### src/rtl/apb_pkg.sv
// Shared types and encodings for the CPU-to-APB master bridge.
// Imported by the bridge FSM and its lane-alignment helper.
package apb_pkg;

    typedef enum logic [1:0] {
        IDLE   = 2'd0,
        SETUP  = 2'd1,
        ACCESS = 2'd2,
        RESP   = 2'd3
    } state_t;

    // Low two bits of the load/store func3
    localparam logic [1:0] SZ_BYTE = 2'b00;
    localparam logic [1:0] SZ_HALF = 2'b01;
    localparam logic [1:0] SZ_WORD = 2'b10;

    localparam logic [31:0] PERIPH_BASE_DEF = 32'h1000_0000;

endpackage

### src/rtl/apb_master_bridge_if.sv
// APB4 bus bundle between the bridge (master) and up to NUM_SLV peripherals.
// PRDATA is flattened: slave i occupies bits [32i+31:32i].
interface apb_master_bridge_if #(
    parameter int NUM_SLV = 4
);
    logic [31:0]           PADDR;
    logic [NUM_SLV-1:0]    PSEL;
    logic                  PENABLE;
    logic                  PWRITE;
    logic [31:0]           PWDATA;
    logic [3:0]            PSTRB;
    logic [32*NUM_SLV-1:0] PRDATA;
    logic [NUM_SLV-1:0]    PREADY;
    logic [NUM_SLV-1:0]    PSLVERR;

    modport master (
        output PADDR, PSEL, PENABLE, PWRITE, PWDATA, PSTRB,
        input  PRDATA, PREADY, PSLVERR
    );

    modport slave (
        input  PADDR, PSEL, PENABLE, PWRITE, PWDATA, PSTRB,
        output PRDATA, PREADY, PSLVERR
    );

endinterface

### src/rtl/apb_lane_align.sv
// Byte-lane helper: write strobes and replication, read right-alignment with
// zero fill, and misalignment detection for byte/half/word accesses.
module apb_lane_align
    import apb_pkg::*;
(
    input  logic [1:0]  size,
    input  logic [1:0]  addr_lo,
    input  logic [31:0] wdata,
    input  logic [31:0] prdata,
    output logic [3:0]  strb,
    output logic [31:0] wdata_rep,
    output logic [31:0] rdata,
    output logic        misalign
);

    logic [31:0] shifted;

    assign shifted = prdata >> {addr_lo, 3'b000};

    always_comb begin
        strb      = 4'b0000;
        wdata_rep = 32'h0;
        rdata     = 32'h0;
        misalign  = 1'b0;
        case (size)
            SZ_BYTE: begin
                strb      = 4'b0001 << addr_lo;
                wdata_rep = {4{wdata[7:0]}};
                rdata     = {24'h0, shifted[7:0]};
            end
            SZ_HALF: begin
                strb      = 4'b0011 << addr_lo;
                wdata_rep = {2{wdata[15:0]}};
                rdata     = {16'h0, shifted[15:0]};
                misalign  = addr_lo[0];
            end
            SZ_WORD: begin
                strb      = 4'b1111;
                wdata_rep = wdata;
                rdata     = shifted;
                misalign  = |addr_lo;
            end
            // Size 11 has no legal encoding and is rejected like a misalignment
            default: misalign = 1'b1;
        endcase
    end

endmodule

### src/rtl/apb_master_bridge.sv
// Turns one CPU load/store into a single APB4 transfer: decode, lane handling,
// slave timeout, and a one-cycle busReady completion pulse.
module apb_master_bridge
    import apb_pkg::*;
#(
    parameter int          NUM_SLV     = 4,
    parameter logic [31:0] PERIPH_BASE = PERIPH_BASE_DEF,
    parameter int          TIMEOUT_CYC = 255
) (
    input  logic        clk,
    input  logic        reset,
    input  logic        busReq,
    input  logic        busWe,
    input  logic [31:0] busAddr,
    input  logic [31:0] busWData,
    input  logic [2:0]  busSize,
    output logic [31:0] busRData,
    output logic        busReady,
    output logic        busErr,
    apb_master_bridge_if.master apb
);

    localparam int         IDX_W = (NUM_SLV > 1) ? $clog2(NUM_SLV) : 1;
    localparam logic [7:0] TMO   = 8'(TIMEOUT_CYC);

    state_t             state, state_d;
    logic [7:0]         cnt, cnt_d, cnt_inc;

    // Per-transfer context captured when a request is accepted
    logic               we_q;
    logic [1:0]         size_q;
    logic [1:0]         lo_q;
    logic [IDX_W-1:0]   idx_q;

    logic [IDX_W-1:0]   req_idx;
    logic               region_miss, req_bad;
    logic [1:0]         al_size, al_lo;
    logic [31:0]        prdata_sel;
    logic               pready_sel, pslverr_sel;
    logic [3:0]         al_strb;
    logic [31:0]        al_wdata, al_rdata;
    logic               al_misalign;

    logic [31:0]        paddr_d, pwdata_d, rdata_d;
    logic [NUM_SLV-1:0] psel_d;
    logic               penable_d, pwrite_d, err_d, ready_d;
    logic [3:0]         pstrb_d;

    logic               unused_size2;
    assign unused_size2 = busSize[2];

    assign req_idx     = busAddr[12 +: IDX_W];
    assign region_miss = (busAddr[31:16] != PERIPH_BASE[31:16]) ||
                         (32'(req_idx) >= 32'(NUM_SLV));
    assign req_bad     = region_miss | al_misalign;

    // IDLE aligns the live request; later states align the captured context
    assign al_size     = (state == IDLE) ? busSize[1:0] : size_q;
    assign al_lo       = (state == IDLE) ? busAddr[1:0] : lo_q;
    assign prdata_sel  = apb.PRDATA[{idx_q, 5'b00000} +: 32];
    assign pready_sel  = apb.PREADY[idx_q];
    assign pslverr_sel = apb.PSLVERR[idx_q];
    assign cnt_inc     = cnt + 8'd1;

    apb_lane_align u_align (
        .size      (al_size),
        .addr_lo   (al_lo),
        .wdata     (busWData),
        .prdata    (prdata_sel),
        .strb      (al_strb),
        .wdata_rep (al_wdata),
        .rdata     (al_rdata),
        .misalign  (al_misalign)
    );

    always_ff @(posedge clk) begin
        if (reset) begin
            state       <= IDLE;
            cnt         <= 8'd0;
            apb.PADDR   <= 32'h0;
            apb.PSEL    <= '0;
            apb.PENABLE <= 1'b0;
            apb.PWRITE  <= 1'b0;
            apb.PWDATA  <= 32'h0;
            apb.PSTRB   <= 4'b0000;
            busRData    <= 32'h0;
            busErr      <= 1'b0;
            busReady    <= 1'b0;
        end else begin
            state       <= state_d;
            cnt         <= cnt_d;
            apb.PADDR   <= paddr_d;
            apb.PSEL    <= psel_d;
            apb.PENABLE <= penable_d;
            apb.PWRITE  <= pwrite_d;
            apb.PWDATA  <= pwdata_d;
            apb.PSTRB   <= pstrb_d;
            busRData    <= rdata_d;
            busErr      <= err_d;
            busReady    <= ready_d;
        end
    end

    always_ff @(posedge clk) begin
        if (state == IDLE && busReq) begin
            we_q   <= busWe;
            size_q <= busSize[1:0];
            lo_q   <= busAddr[1:0];
            idx_q  <= req_idx;
        end
    end

    always_comb begin
        state_d = state;
        case (state)
            IDLE:    if (busReq) state_d = req_bad ? RESP : SETUP;
            SETUP:   state_d = ACCESS;
            ACCESS:  if (pready_sel || cnt_inc == TMO) state_d = RESP;
            RESP:    state_d = IDLE;
            default: state_d = IDLE;
        endcase
    end

    always_comb begin
        paddr_d   = apb.PADDR;
        psel_d    = apb.PSEL;
        penable_d = apb.PENABLE;
        pwrite_d  = apb.PWRITE;
        pwdata_d  = apb.PWDATA;
        pstrb_d   = apb.PSTRB;
        rdata_d   = busRData;
        err_d     = busErr;
        ready_d   = 1'b0;
        cnt_d     = 8'd0;
        case (state)
            IDLE: begin
                if (busReq) begin
                    if (req_bad) begin
                        rdata_d = 32'h0;
                        err_d   = 1'b1;
                        ready_d = 1'b1;
                    end else begin
                        paddr_d   = {busAddr[31:2], 2'b00};
                        psel_d    = NUM_SLV'(1) << req_idx;
                        penable_d = 1'b0;
                        pwrite_d  = busWe;
                        pwdata_d  = al_wdata;
                        pstrb_d   = busWe ? al_strb : 4'b0000;
                    end
                end
            end
            SETUP: penable_d = 1'b1;
            ACCESS: begin
                cnt_d = cnt_inc;
                if (pready_sel) begin
                    psel_d    = '0;
                    penable_d = 1'b0;
                    rdata_d   = we_q ? 32'h0 : al_rdata;
                    err_d     = pslverr_sel;
                    ready_d   = 1'b1;
                end else if (cnt_inc == TMO) begin
                    psel_d    = '0;
                    penable_d = 1'b0;
                    rdata_d   = 32'h0;
                    err_d     = 1'b1;
                    ready_d   = 1'b1;
                end
            end
            default: ;
        endcase
    end

endmodule

### src/flat_wrapper.sv
// flat-port wrapper written by rule: the top's interface ports become plain ports
module apb_master_bridge_flat import apb_pkg::*;
#(
    parameter int          NUM_SLV     = 4,
    parameter logic [31:0] PERIPH_BASE = PERIPH_BASE_DEF,
    parameter int          TIMEOUT_CYC = 255
)
  (clk, reset, busReq, busWe, busAddr, busWData, busSize, busRData, busReady, busErr, apb_PADDR, apb_PSEL, apb_PENABLE, apb_PWRITE, apb_PWDATA, apb_PSTRB, apb_PRDATA, apb_PREADY, apb_PSLVERR);
  apb_master_bridge_if #(.NUM_SLV(NUM_SLV)) apb_i ();
  input  logic clk;
  input  logic reset;
  input  logic busReq;
  input  logic busWe;
  input  logic [31:0] busAddr;
  input  logic [31:0] busWData;
  input  logic [2:0] busSize;
  output logic [31:0] busRData;
  output logic busReady;
  output logic busErr;
  output wire logic [$bits(apb_i.PADDR)-1:0] apb_PADDR;
  output wire logic [$bits(apb_i.PSEL)-1:0] apb_PSEL;
  output wire logic [$bits(apb_i.PENABLE)-1:0] apb_PENABLE;
  output wire logic [$bits(apb_i.PWRITE)-1:0] apb_PWRITE;
  output wire logic [$bits(apb_i.PWDATA)-1:0] apb_PWDATA;
  output wire logic [$bits(apb_i.PSTRB)-1:0] apb_PSTRB;
  input wire logic [$bits(apb_i.PRDATA)-1:0] apb_PRDATA;
  input wire logic [$bits(apb_i.PREADY)-1:0] apb_PREADY;
  input wire logic [$bits(apb_i.PSLVERR)-1:0] apb_PSLVERR;
  assign apb_PADDR = apb_i.PADDR;
  assign apb_PSEL = apb_i.PSEL;
  assign apb_PENABLE = apb_i.PENABLE;
  assign apb_PWRITE = apb_i.PWRITE;
  assign apb_PWDATA = apb_i.PWDATA;
  assign apb_PSTRB = apb_i.PSTRB;
  assign apb_i.PRDATA = apb_PRDATA;
  assign apb_i.PREADY = apb_PREADY;
  assign apb_i.PSLVERR = apb_PSLVERR;
  apb_master_bridge #(.NUM_SLV(NUM_SLV), .PERIPH_BASE(PERIPH_BASE), .TIMEOUT_CYC(TIMEOUT_CYC)) u_core (.clk(clk), .reset(reset), .busReq(busReq), .busWe(busWe), .busAddr(busAddr), .busWData(busWData), .busSize(busSize), .busRData(busRData), .busReady(busReady), .busErr(busErr), .apb(apb_i));
endmodule
### config.mk
export PLATFORM = sky130hd
export DESIGN_NAME = apb_master_bridge_flat
export DESIGN_NICKNAME = d
export VERILOG_FILES = /design/src/rtl/apb_pkg.sv /design/src/rtl/apb_master_bridge_if.sv /design/src/rtl/apb_lane_align.sv /design/src/rtl/apb_master_bridge.sv /design/src/flat_wrapper.sv
export SDC_FILE = /design/constraint.sdc
export NUM_CORES = 1
export LEC_CHECK = 0
export CAP_MARGIN = 25
export CORE_AREA = 2 2 123 125
export CTS_CLUSTER_SIZE = 24
export DETAILED_ROUTE_END_ITERATION = 16
export DIE_AREA = 0 0 125 127
export DONT_BUFFER_PORTS = 1
export PLACE_DENSITY_LB_ADDON = 0.2
export SYNTH_ARGS = -nofsm -noshare
export SYNTH_HDL_FRONTEND = slang
export SYNTH_SLANG_ARGS = --single-unit
### constraint.sdc
create_clock -name clk -period 5.9 [get_ports clk]
set_input_delay 0.59 -clock clk [delete_from_list [all_inputs] [get_ports clk]]
set_output_delay 0.59 -clock clk [all_outputs]
set_load 0.02 [all_outputs]
==> reports/results.tsv <==
stage	metric	value	unit
outcome	status	completed	
timing	slew_headroom	32.80	%
pwr	cellLeakagePower	2.390	nW
placement	hpwl	15.23	mm
synthesis	async_reset_ff_share	0	%
floorplan	start_util	44.01	%
floorplan	die_w	125	µm
pwr	peakVddDrop	0.2338	mV
clocking	h-tree-depth	4	
floorplan	rows	44	
timing	skew	0.006604	ns
timing	tightest_slew	0.9870	ns
critical_path	start_kind	flip-flop	
synthesis	synth_edf_count	7	
synthesis	yosys_warnings	0	
timing	setup_violations	0	
timing	hold_violations	0	
clocking	insertion_delay	0.42	ns
critical_path	endpoint_kind	flip-flop	
critical_path	path_buf_inv	1	
clocking	clkTransAtPathRegs	0.06	ns
timing	finalCritPeriodShare	70.82	%
timing	maxSlewViolCount	0	
timing	max_freq	0.2393	GHz
hold_path	hold_depth	1	
flow_run	max_cap_violations	0	
critical_path	worst-path-stages	8	
clocking	cts_resized	0	
layout	syn_to_final_growth	9.697	%
global_routing	overflow	0	
critical_path	cp_max_fo	42	
synthesis	ys.flop_type	dfxtp_1	
synthesis	synth_cells	677	
synthesis	synth_top_area_share	36.58	%
placement	gp_congestion	0.8556	
clocking	cts_tree	yes	
floorplan	ioPinCount	315	
synthesis	yosys-top-cells-area	dfxtp_1, mux4_2, mux2i_1	
floorplan	coreArea	14420	µm²
clocking	cts_setup_buffers	0	
drt	drtAntennaViolNets	0	
drt	vias_per_cell	5.978	
synthesis	synth_top_cell_by_area	dfxtp_1	
synthesis	avgSynthCellArea	9.378	µm²
global_routing	grt_pass1_vias	4973	
synthesis	ys_ff_latch	123	
critical_path	cpLargestDelayFamily	simple AND/OR/NAND/NOR gates	
drt	drc	0	
global_routing	grtUsageTotal	23.95	%
placement	io_buffers	0	
clocking	root_buffer	clkbuf_16	
synthesis	seq_area_frac_synth	39.89	%
global_routing	grt_pass1_wl	28.90	mm
pwr	p_per_area	409.1	nW/µm²
clocking	cts_sinks	123	
drt	via_count	5099	
critical_path	critPathKind	flip-flop to flip-flop	
layout	nNetsFinal	863	
clocking	cts_buffers	17	
timing	period_needed	4.178	ns
drt	wl_per_cell	23.22	µm
floorplan	dieHeight	127	µm
drt	first_pass_iters	7	
synthesis	synthesis.area	6349	µm²
critical_path	cp_data_required_time	6.22	ns
timing	rsz0062_at_grt	no	
timing	fin_hold_ws	0.2373	ns
floorplan	die-area	15880	µm²
clocking	cts_max_path_buffers	2	
clocking	cts-hold-fix-buffers	0	
global_routing	grt_max_degree	99	
drt	drt-initial-drc-count	364	
hold_path	hp-class	input port to flip-flop	
critical_path	cpMaxStageDelayCell	mux2i_4	
drt	wirelength	19.81	mm
critical_path	critPathArrivalTime	4.49	ns
critical_path	cp_cell_sequence	inv_1, ha_1, mux2i_4, a21oi_1, nor4_1, and2_2, nor2_1, and2_1	
timing	fin_setup_tns	0	ns
synthesis	ys_types	53	
global_routing	antenna_found_initial	3	
layout	drive_gt1_share	12.80	%
critical_path	rr_worst_depth	8	
critical_path	cpPeakStageDelay	0.94	ns
-- layout by cell type (no fill, tap or decap), types with 9 or more instances in the layout --
cell	n
dfxtp_1	116
nor2_1	37
mux2i_1	47
o21ai_0	13
a221oi_1	16
nand2b_1	48
a21oi_1	36
nor3_1	20
buf_4	9
o211ai_1	10
nand3_1	21
nand2_1	124
mux4_2	34
and2_1	19
clkbuf_16	17
-- cell type report --
class / instances / area [µm²]
clock buffer: 18 / 429.2
antenna: 5 / 12.51
multi-input combinational: 496 / 3565
fill: 1380 / 7460
inverter: 4 / 15.01
tap: 184 / 230.2
clock inverter: 14 / 112.6
sequential: 123 / 2532
timing repair buffer: 9 / 67.56
-- layer usage --
| metal | wire (µm) | up-vias | share of wire, % | GRT usage (%) |
|---|---|---|---|---|
| met3 | 1670 | 37 | 8.4 | 7.538 |
| met1 | 6862 | 2398 | 35 | 24.66 |
| met2 | 10680 | 282 | 54 | 44.12 |
| met5 | 0 | - | 0 | 0 |
| met4 | 595 | 0 | 3.0 | 11.63 |
| li1 | - | 2382 | - | - |
-- through the flow --
stage	setup WS, ns	instances	power [mW]	cell area (µm²)	util [%]
floorplan	3.537	678	1.762	6352	-
global placement	1.902	815	1.884	6402	44.39
detailed placement	1.718	815	1.908	6402	44.39
CTS	1.723	847	2.857	6944	48.14
global route	1.378	853	2.978	6964	48.28
finish	1.722	853	2.849	6964	48.28
-- cell families (layout without fill, tap and decap cells) --
kind of cell,Yosys count,after routing,share of synthesized area (%)
xor+xnor,4,4,0.5519
mux,84,84,19.96
buf+inv,59,45,4.553
fa+ha+maj,5,5,0.9854
simple gates,292,292,22.17
flops,123,123,39.89
compound gates,109,109,11.82
other cells,1,7,0.05907
-- Yosys cell counts (all sizes together) (15+ instances only) --
master and count:
clkbuf 38, mux2i 49, o21ai 15, nor2 37, a21oi 37, buf 17
nand2 124, and2 20, nor3 20, nand2b 48, mux4 34, dfxtp 116
a221oi 16, nand3 22
-- sequential cells by signal (all words and copies together), names as in the netlist --
name                count
u_core.apb.PWDATA      32
u_core.busErr           1
u_core.size_q           2
u_core.apb.PADDR       30
u_core.we_q             1
u_core.busReady         1
u_core.apb.PWRITE       1
u_core.cnt              8
u_core.lo_q             2
u_core.busRData        32
u_core.apb.PSTRB        4
u_core.apb.PSEL         4
u_core.apb.PENABLE      1
u_core.idx_q            2
u_core.state            2
-- path summary, 6_finish.rpt --
kind,startpoint,end,slack [ns]
worst max-delay path,u_core.state[0]$_SDFFE_PP0P_,u_core.apb.PADDR[23]$_SDFFE_PP0P_,1.72
worst min-delay path,reset,u_core.apb.PADDR[7]$_SDFFE_PP0P_,0.24
worst max register to register,u_core.state[0]$_SDFFE_PP0P_,u_core.apb.PADDR[23]$_SDFFE_PP0P_,1.72
worst min register to register,u_core.state[1]$_SDFFE_PP0P_,u_core.state[1]$_SDFFE_PP0P_,0.49
-- report_power, final --
| group | internal (mW) | switching [mW] | leakage (nW) |
|---|---|---|---|
| registers | 0.875 | 0.0390 | 1.00 |
| logic | 0.390 | 0.591 | 1.12 |
| clock network | 0.545 | 0.409 | 0.268 |
| total | 1.81 | 1.04 | 2.39 |
Note: power is estimated with default switching activity, not from simulation.
